$ cat src/rtl/bs_word_packer.sv
// Word packer feeding Barrel_Shifter: gathers N words into one frame plus a shift amount.
// Define BS_PACK_PINGPONG_EN to add a second frame bank so one frame fills while another is held.
module bs_word_packer #(
    parameter int BIT_WIDTH = 8,
    parameter int N         = 16
) (
    input  logic                   clk,
    input  logic                   reset,
    input  logic                   in_valid,
    output logic                   in_ready,
    input  logic [BIT_WIDTH-1:0]   word_in,
    input  logic [$clog2(N)-1:0]   shift_in,
    input  logic                   flush,
    output logic                   out_valid,
    input  logic                   out_ready,
    output logic [BIT_WIDTH*N-1:0] OUT,
    output logic [$clog2(N)-1:0]   Shift,
    output logic [$clog2(N)-1:0]   fill_level
);

    localparam int LW = $clog2(N);
    localparam int FW = BIT_WIDTH * N;
    localparam logic [LW-1:0] LAST_LANE = LW'(N - 1);
    localparam logic [LW-1:0] ONE_LANE  = LW'(32'd1);
    localparam logic [LW-1:0] ZERO_LANE = {LW{1'b0}};

    // State describes the filling bank; in single-bank mode that bank is also the output.
    typedef enum logic [0:0] {
        ST_FILL = 1'b0,
        ST_FULL = 1'b1
    } state_t;

    state_t         state_q, state_d;
    logic [LW-1:0]  fill_q, fill_d;
    logic [FW-1:0]  bank_q, bank_d;
    logic [LW-1:0]  bank_shift_q, bank_shift_d;
    logic           in_ready_q, in_ready_d;
    logic           out_valid_q, out_valid_d;
    logic           accept_s;
    logic           handshake_s;

    assign accept_s    = in_valid & in_ready_q;
    assign handshake_s = out_valid_q & out_ready;

`ifdef BS_PACK_PINGPONG_EN
    logic [FW-1:0] out_q, out_d;
    logic [LW-1:0] out_shift_q, out_shift_d;
    logic          out_free_s;

    // The output slot can take a new frame if it is empty or being consumed this cycle.
    assign out_free_s = ~out_valid_q | handshake_s;

    // Next-state: filling bank, output slot, and the hand-over between them.
    always_comb begin
        state_d      = state_q;
        fill_d       = fill_q;
        bank_d       = bank_q;
        bank_shift_d = bank_shift_q;
        out_d        = out_q;
        out_shift_d  = out_shift_q;
        out_valid_d  = out_valid_q & ~handshake_s;
        case (state_q)
            ST_FILL: begin
                if (flush) begin
                    fill_d = ZERO_LANE;
                end else if (accept_s) begin
                    bank_d[int'(fill_q)*BIT_WIDTH +: BIT_WIDTH] = word_in;
                    if (fill_q == LAST_LANE) begin
                        fill_d = ZERO_LANE;
                        // A completed frame bypasses straight to the output when the slot frees up.
                        if (out_free_s) begin
                            out_d       = bank_d;
                            out_shift_d = shift_in;
                            out_valid_d = 1'b1;
                        end else begin
                            bank_shift_d = shift_in;
                            state_d      = ST_FULL;
                        end
                    end else begin
                        fill_d = fill_q + ONE_LANE;
                    end
                end else begin
                    fill_d = fill_q;
                end
            end
            ST_FULL: begin
                if (handshake_s) begin
                    out_d       = bank_q;
                    out_shift_d = bank_shift_q;
                    out_valid_d = 1'b1;
                    state_d     = ST_FILL;
                end else begin
                    state_d = ST_FULL;
                end
            end
            default: begin
                state_d = ST_FILL;
            end
        endcase
        in_ready_d = (state_d == ST_FILL);
    end

    // Output slot registers.
    always_ff @(posedge clk or negedge reset) begin
        if (!reset) begin
            out_q       <= {FW{1'b0}};
            out_shift_q <= ZERO_LANE;
        end else begin
            out_q       <= out_d;
            out_shift_q <= out_shift_d;
        end
    end

    assign OUT   = out_q;
    assign Shift = out_shift_q;
`else
    // Next-state: single bank that fills, then holds until the consumer takes it.
    always_comb begin
        state_d      = state_q;
        fill_d       = fill_q;
        bank_d       = bank_q;
        bank_shift_d = bank_shift_q;
        case (state_q)
            ST_FILL: begin
                if (flush) begin
                    fill_d = ZERO_LANE;
                end else if (accept_s) begin
                    bank_d[int'(fill_q)*BIT_WIDTH +: BIT_WIDTH] = word_in;
                    if (fill_q == LAST_LANE) begin
                        fill_d       = ZERO_LANE;
                        bank_shift_d = shift_in;
                        state_d      = ST_FULL;
                    end else begin
                        fill_d = fill_q + ONE_LANE;
                    end
                end else begin
                    fill_d = fill_q;
                end
            end
            ST_FULL: begin
                if (handshake_s) begin
                    state_d = ST_FILL;
                end else begin
                    state_d = ST_FULL;
                end
            end
            default: begin
                state_d = ST_FILL;
            end
        endcase
        in_ready_d  = (state_d == ST_FILL);
        out_valid_d = (state_d == ST_FULL);
    end

    assign OUT   = bank_q;
    assign Shift = bank_shift_q;
`endif

    // Filling-bank state and the registered handshake flags.
    always_ff @(posedge clk or negedge reset) begin
        if (!reset) begin
            state_q      <= ST_FILL;
            fill_q       <= ZERO_LANE;
            bank_q       <= {FW{1'b0}};
            bank_shift_q <= ZERO_LANE;
            in_ready_q   <= 1'b1;
            out_valid_q  <= 1'b0;
        end else begin
            state_q      <= state_d;
            fill_q       <= fill_d;
            bank_q       <= bank_d;
            bank_shift_q <= bank_shift_d;
            in_ready_q   <= in_ready_d;
            out_valid_q  <= out_valid_d;
        end
    end

    assign in_ready   = in_ready_q;
    assign out_valid  = out_valid_q;
    assign fill_level = fill_q;

endmodule

$ cat config.mk
export PLATFORM = sky130hd
export DESIGN_NAME = bs_word_packer
export DESIGN_NICKNAME = d
export VERILOG_FILES = /design/src/rtl/bs_word_packer.sv
export SDC_FILE = /design/constraint.sdc
export NUM_CORES = 1
export LEC_CHECK = 0
export ABC_AREA = 1
export CORE_ASPECT_RATIO = 0.5
export CORE_UTILIZATION = 36
export CTS_BUF_LIST = sky130_fd_sc_hd__clkbuf_2 sky130_fd_sc_hd__clkbuf_4 sky130_fd_sc_hd__clkbuf_8
export DETAILED_ROUTE_END_ITERATION = 16
export PLACE_DENSITY_LB_ADDON = 0.2
export SLEW_MARGIN = 20
export SYNTH_ARGS = -nofsm -noshare
export SYNTH_HDL_FRONTEND = slang
export SYNTH_SLANG_ARGS = --single-unit
$ cat constraint.sdc
create_clock -name clk -period 3.7 [get_ports clk]
set_clock_uncertainty 0.2 [all_clocks]
set_input_delay 0.925 -clock clk [delete_from_list [all_inputs] [get_ports clk]]
set_output_delay 0.925 -clock clk [all_outputs]
set_load 0.005 [all_outputs]
## Yosys cells after proc, flatten, opt, wreduce, memory -nomap -nowiden

Index checks and enable logic that the tools add are counted.

| storage, ports and cells | value |
|---|---|
| bits in registers | 138 |
| bits of input ports | 17 |
| output and inout port bits | 138 |
| logic and storage cells | 28 |

| cells by class | value |
|---|---|
| add/subtract/negate cells | 2 |
| eq/ne operators | 1 |
| shifts and indexed selects | 2 |
| multiplexer cells | 9 |
| bitwise operators | 5 |
| reduce and logical (&&, ||, !) cells | 4 |

Operator list:

| kind | number |
|---|---|
| $bwmux 128 | 1 |
| $shift 8x33->128 const A | 1 |
| $shiftx 8x33->128 | 1 |
| $neg 7->33 | 1 |
| $mux 4 | 3 |
| $add 4x1->4 const B | 1 |
| $eq 4x4->1 const B | 1 |
| $mux 1 | 4 |
| $reduce_and 4->1 | 1 |
| $not 1->1 | 3 |
| $reduce_and 3->1 | 1 |
| $and 1x1->1 | 2 |
| $pmux 1 s2 | 1 |
| $reduce_and 2->1 | 1 |
| $reduce_bool 2->1 | 1 |

## Logic depth before layout (Yosys ltp)

Gate-level depths: netlist (run 1).

| depth | value |
|---|---|
| depth after elaboration | 6 |
| gate-level depth with buffers | 13 |

## Least setup slack after synthesis (run 1)

Ideal clock, no wire load.

| timing | value |
|---|---|
| path kind | register -> register |
| start point | register fill_q[0] (netlist: fill_level[0]) |
| end point | register bank_q[15] (netlist: OUT[15]) |
| data arrival time | 2.358 ns |
| required time | 3.417 ns |
| slack | 1.059 ns |
| cell stages (with the launch flop) | 12 |
| clock period less this slack | 2.641 ns |
| cells stage by stage | dfrtp_1 buf_2 inv_1 buf_2 buf_2 ha_1 buf_4 clkinv_1 clkbuf_1 nor3_1 nand2_1 o21ai_0 |

| between the ends | value |
|---|---|
| longest elaborated chain between the ends | 3 |
| elaborated cells on any way between the ends | 4 |
| those cells by class | add/sub: 1; shift: 2; mux: 1 |

Ends and longest elaborated chain:

| element | line | text |
|---|---|---|
| start: declaration | 34 | `logic [LW-1:0] fill_q, fill_d;` |
| start signal: assignment | 170 | `fill_q <= fill_d;` |
| $neg 7->33 (*) | 128 | `bank_d[int'(fill_q)*BIT_WIDTH +: BIT_WIDTH] = word_in;` |
| $shiftx 8x33->128 / $shift 8x33->128 (equally long branches) | 128 |  |
| $bwmux 128 (*) | 128 |  |
| end signal: assignment | 164 | `bank_q <= {FW{1'b0}};` |
| end signal: assignment | 171 | `bank_q <= bank_d;` |
| end: declaration | 35 | `logic [FW-1:0] bank_q, bank_d;` |

Every way passes the cells marked *; elsewhere a longest branch is shown, timed or not.
A chain may end at the register's enable or synchronous reset.

## Worst setup path after layout (run 1)

| timing | value |
|---|---|
| start point | register fill_q[0] (netlist: fill_level[0]) |
| end point | register bank_q[32] (netlist: OUT[32]) |

The elaborated chain is that of the path after synthesis.

==> summary.md, run 1 <==
| Metric | Value |
|---|---|
| Syn Std Cell Area | `6158 um^2` |
| CTS tree | `yes` |
| Most frequent cells in the layout | `241 x nand2_1, 153 x clkdlybuf4s50_1, 137 x dfrtp_1, 58 x o21ai_0, 51 x nor2_1` |
| Endpoints failing setup | `0` |
| Crit path launch type | `register` |
| Gpl congestion | `0.8458` |
| Clock share of power | `40.3%` |
| Setup_tns | `0 ps` |
| Int Power | `2.431 mW` |
| GRT Util Overall | `20.22%` |
| Hold-fix buffers at CTS | `0` |
| Clk_lat worst skew | `450 ps` |
| Crit share post-route | `80.52%` |
| Slew Limit Fails | `0` |
| WP data arrival | `3110 ps` |
| Antenna diodes | `0` |
| Fmax | `335.7 MHz` |
| Final Non-Filler Cells | `1098` |
| FP Rows | `33` |
| Met1 Track Usage GR | `28.44%` |
| GRT Max-Usage Layer | `met2` |
| Comb pwr share | `13.0%` |
| Num ports | `155` |
| DRC | `0` |
| Initial antenna violation count | `0` |
| Largest net degree at the start of global routing | `71` |
| Crit path capture type | `register` |
| Average wire per standard cell | `16.05 um` |
| Post-CTS Setup Bufs | `0` |
| GR Util met3 | `5.797%` |
| WS Path Type | `register to register` |
| Port Buffer Count | `154` |
| Routed WL | `17620 um` |
| Vias post-DR | `5436` |
| Worst setup margin | `720.9 ps` |
| Max-cap violations | `0` |
| First-pass GRT wire length | `27540 um` |
| Die ar. | `17670 um^2` |
| Reg clk slew, reported paths | `90 ps` |
| Area grow syn2layout | `35.01%` |
| Synth Net Count | `735` |
| RSZ-0062 raised after global routing | `no` |
| Sw Ratio | `27.92%` |
| Sink Count | `138` |
| Placed insts | `1066` |
| Aggregate global routing overflow | `0` |
| Layout net count | `880` |
| Required @ worst endpoint | `3830 ps` |
| Type of the tightest min-delay check | `input port to async pin` |
| CTS resizes | `0` |
| Die X | `187.0 um` |
| Area of the core | `16560 um^2` |
| Status | `finished clean` |
| Antenna Nets Post-Route | `0` |
| Htree depth | `4` |
| Via/cell ratio | `4.951` |
| Max rail drop VDD | `0.0002118 V` |
| DP Wirelength | `12740 um` |
| Most common cell after layout, fill and taps aside | `nand2_1` |
| Vias in the first global route | `5038` |
| Mean Syn Cell Area | `8.637 um^2` |
| Register area share after synthesis | `56.10%` |
| Starting Density | `37.19%` |
| Root buffer selected by CTS | `clkbuf_8` |
| Met2 usage in global routing | `30.29%` |
| Fraction of layout cells with a size suffix above 1 | `8.726%` |
| Fillers | `1577` |
| Gate Count Post-Synth | `713` |
| PwrDens | `405.7 nW/um^2` |
| Cts bufs inserted | `17` |
| FF+latch count, synth | `138` |
| CTS max path bufs | `2` |
| Reg2Reg Depth | `9` |
| Net Switching | `0.9418 mW` |
| DRC marker count from the first detailed-route iteration | `352` |
| Crit Path Max Fanout | `19` |
| Pin slew with the least headroom to its limit | `707.4 ps` |
| Final Hold Fails | `0` |
| Worst relative slew slack | `52.77%` |
| Seq pwr share | `46.7%` |
| Netlist cell types | `31` |
| Leak Pwr | `3.684 nW` |
| Die height | `94.49 um` |
| Drt first pass iters | `5` |
| Pre-CTS setup slack | `581.6 ps` |
| Yosys warns | `0` |
| Fin crit period | `2979 ps` |
## power by group through the flow
stage	logic [mW]	registers, mW	clock network (mW)
after floorplan	0.241	1.60	0
after global placement	0.430	1.61	0
after detailed placement	0.436	1.61	0
after CTS	0.437	1.58	1.39
after global routing	0.481	1.58	1.45
final	0.437	1.58	1.36
## critical path, stage by stage, from the launching register on
cell and delay [ps]:
dfrtp_1 620, nor3_1 140, ha_1 490, buf_4 320, nand3_1 160, inv_1 190, buf_4 260, nand3_1 280
nand2_1 140, nand2_1 60
## final cells by class
class	instances	area (um^2)	share of cell area, %
sequential	138	3455	41.55
multi-input combinational	506	2391	28.76
inverter	30	112.6	1.354
clock inverter	15	200.2	2.408
timing repair buffer	165	1638	19.70
clock buffer	17	234.0	2.814
tap	227	284.0	3.416
## state kept, by name, summed over array words and instances (netlist names)
register and count:
Shift 4, fill_level 4, in_ready 1, out_valid 1
OUT 128
## through the flow
stage                     power (mW)  cell area (um^2)  hold slack, ps  util [%]
final                          3.373              8314           257.6     50.22
after global routing           3.513              8314           290.0     50.22
after CTS                      3.404              8314           283.9     50.22
after detailed placement       2.042              7880           264.4     47.59
after global placement         2.036              7880           260.3     47.59
after floorplan                1.843              6158           265.4         -
## routing by layer
metal	wire length, um	part of all wire, %	vias to the layer above
met5	0	0	-
met4	182	1.0	0
met3	1225	7.0	15
li1	-	-	2634
met2	7716	44	170
met1	8493	48	2617
## worst paths after layout
| path | start | end | slack, ps |
|---|---|---|---|
| max | fill_level[0] | OUT[32] | 720 |
| min | reset | OUT[121] | 260 |
| max reg2reg | fill_level[0] | OUT[32] | 720 |
| min reg2reg | OUT[114] | OUT[114] | 280 |
| max in group asynchronous | reset | OUT[17] | 2240 |
| min in group clk | OUT[114] | OUT[114] | 280 |
## synth_stat cells
cell type	n	share of area [%]
nand2_1	241	15
dfrtp_1	137	56
o21ai_0	58	4.7
nor2_1	51	3.1
nand4_1	50	5.1
inv_1	27	1.6
nand3_1	26	2.1
o21ai_1	23	1.9
nor3_1	18	1.5
buf_2	16	1.3
clkbuf_1	13	0.79
or2_2	9	0.91
buf_4	6	0.73
nor2_2	6	0.61
ha_1	5	1.0
nand2_2	4	0.41
nand3_2	4	0.65
buf_6	3	0.55
a21oi_1	2	0.16
inv_2	2	0.12
o22ai_1	2	0.20
buf_1	1	0.061
clkinv_1	1	0.061
dfstp_2	1	0.43
nand4_4	1	0.35
nor2_8	1	0.33
nor3_2	1	0.16
nor3_4	1	0.26
o21ai_2	1	0.14
xor2_1	1	0.14
xor2_2	1	0.26
## cell families (layout without fill, tap and decap cells)
logic type | count (synthesis) | after routing | synth area share (%)
DFF | 138 | 138 | 56.10
and+or+nand+nor | 413 | 413 | 30.13
adders and majority gates | 5 | 5 | 1.016
AOI/OAI and AO/OA | 86 | 86 | 7.091
xor gates and xnor gates | 2 | 2 | 0.4064
buffers and inverters | 69 | 227 | 5.262
No activity file was read; power rests on OpenSTA's default activity.
==> run 2: changes to the inputs <==
Clock period 3.7 ns to 3.1 ns, I/O delays scaled along.
==> summary.md, run 2 (synthesis results as in run 1) <==
| Metric | Value |
|---|---|
| Fin crit period | `2826 ps` |
| Area grow syn2layout | `35.88%` |
| Pin slew with the least headroom to its limit | `597.2 ps` |
| Setup_tns | `0 ps` |
| Fillers | `1559` |
| CP max stage delay | `550 ps` |
| Cts bufs inserted | `17` |
| Initial antenna violation count | `0` |
| Aggregate global routing overflow | `0` |
| WP data arrival | `2990 ps` |
| Routed WL | `17820 um` |
| DRC | `0` |
| WS Path Type | `register to register` |
| Vias in the first global route | `5160` |
| Crit share post-route | `91.16%` |
| Post-CTS Setup Bufs | `0` |
| Final instance area | `8368 um^2` |
| Reg clk slew, reported paths | `100 ps` |
| Crit path buf inv count | `3` |
| Largest net degree at the start of global routing | `56` |
| Final Hold Fails | `0` |
| Port Buffer Count | `154` |
| CTS resizes | `0` |
| CP cell instances | `inv_1, ha_1, clkinv_1, nor2_2, buf_4, nand2_1, o21ai_0` |
| Status | `finished clean` |
| Antenna Nets Post-Route | `0` |
| Layout net count | `887` |
| Die ar. | `17670 um^2` |
| Final Non-Filler Cells | `1105` |
| Gpl congestion | `0.8345` |
| Slowest cell on crit path | `dfrtp_1` |
| GRT Util Overall | `20.94%` |
| PwrDens | `483.1 nW/um^2` |
| Fmax | `353.9 MHz` |
| First-pass GRT wire length | `28170 um` |
| Hold-fix buffers at CTS | `0` |
| Starting Density | `37.19%` |
| Placed Area | `7933 um^2` |
| Leak Pwr | `3.724 nW` |
| DP Wirelength | `12940 um` |
| Die height | `94.49 um` |
| FP Rows | `33` |
| Drt first pass iters | `5` |
| Crit path capture type | `register` |
| Root buffer selected by CTS | `clkbuf_8` |
| Crit Path Max Fanout | `20` |
| Required @ worst endpoint | `3260 ps` |
| Most common cell after layout, fill and taps aside | `nand2_1` |
| Crit path launch type | `register` |
| Most frequent cells in the layout | `241 x nand2_1, 153 x clkdlybuf4s50_1, 137 x dfrtp_1, 58 x o21ai_0, 51 x nor2_1` |
| RSZ-0062 raised after global routing | `no` |
| Slew Limit Fails | `0` |
| CTS tree | `yes` |
| Max rail drop VDD | `0.0002578 V` |
| Endpoints failing setup | `0` |
| Vias post-DR | `5459` |
| Sink Count | `138` |
| Antenna diodes | `0` |
| DRC marker count from the first detailed-route iteration | `483` |
| Type of the tightest min-delay check | `input port to async pin` |
| Die X | `187.0 um` |
| Average wire per standard cell | `16.12 um` |
| CTS max path bufs | `2` |
| Worst relative slew slack | `60.04%` |
| Max-cap violations | `0` |
| Num ports | `155` |
| Via/cell ratio | `4.940` |
| Largest register FFs | `128` |
| Htree depth | `4` |
| Worst path top cell family by delay | `buffers and inverters` |
| Clk_lat worst skew | `450 ps` |
| Area of the core | `16560 um^2` |
| Placed insts | `1073` |
| Fraction of layout cells with a size suffix above 1 | `9.453%` |
-- run 2: changes by cell type in the layout (fill, tap and decap cells not counted) --
cell / change
buf_4: +7
clkinvlp_4: -1
clkinv_4: +2
inv_6: -1
-- run 2: worst paths after layout --
path                               start  endpoint  slack (ps)  cells past startpoint
min reg2reg                      OUT[87]   OUT[87]         280                      2
max reg2reg                fill_level[0]   OUT[54]         270                      7
max                        fill_level[0]   OUT[54]         270                      7
min in group clk                 OUT[87]   OUT[87]         280                      2
min                                reset  OUT[108]          80                      1
max in group asynchronous          reset   OUT[83]        1790                      2
-- run 2: worst register-to-register path, cell delays in order (launching register included) --
cell      delay, ps
dfrtp_1         550
inv_1           100
ha_1            310
clkinv_1        450
nor2_2          280
buf_4           260
nand2_1         310
o21ai_0         270
-- run 2: where the power goes --
part / total [mW] / switching [mW] / leakage (nW) / internal (mW)
registers: 1.88 / 0.0340 / 1.92 / 1.85
logic: 0.538 / 0.350 / 1.59 / 0.188
clock network: 1.62 / 0.748 / 0.212 / 0.876
-- run 2: through the flow --
stage	hold slack (ps)	power [mW]	util (%)	setup slack, ps
global route	90.70	4.217	50.54	0.1443
floorplan	265.4	2.200	-	459.3
global placement	257.2	2.440	47.91	329.0
CTS	60.14	4.083	50.54	311.2
finish	75.41	4.043	50.54	274.0
detailed placement	257.6	2.450	47.91	253.7
-- run 2: metal layers --
| layer | routed length [um] | part of all wire [%] | vias to the layer above | track usage [%] |
|---|---|---|---|---|
| li1 | - | - | 2649 | - |
| met4 | 214 | 1.2 | 0 | 6.831 |
| met1 | 8678 | 49 | 2614 | 30.38 |
| met5 | 0 | 0 | - | 0 |
| met2 | 7824 | 44 | 178 | 30.97 |
| met3 | 1100 | 6.2 | 18 | 4.645 |
-- run 2: layout make-up --
| cell class | count | area, um^2 | area share [%] |
|---|---|---|---|
| clock inverter | 15 | 201.4 | 2.407 |
| timing repair buffer | 172 | 1690 | 20.20 |
| clock buffer | 17 | 234.0 | 2.796 |
| inverter | 30 | 112.6 | 1.346 |
| sequential | 138 | 3455 | 41.28 |
| multi-input combinational | 506 | 2391 | 28.57 |
| tap | 227 | 284.0 | 3.394 |
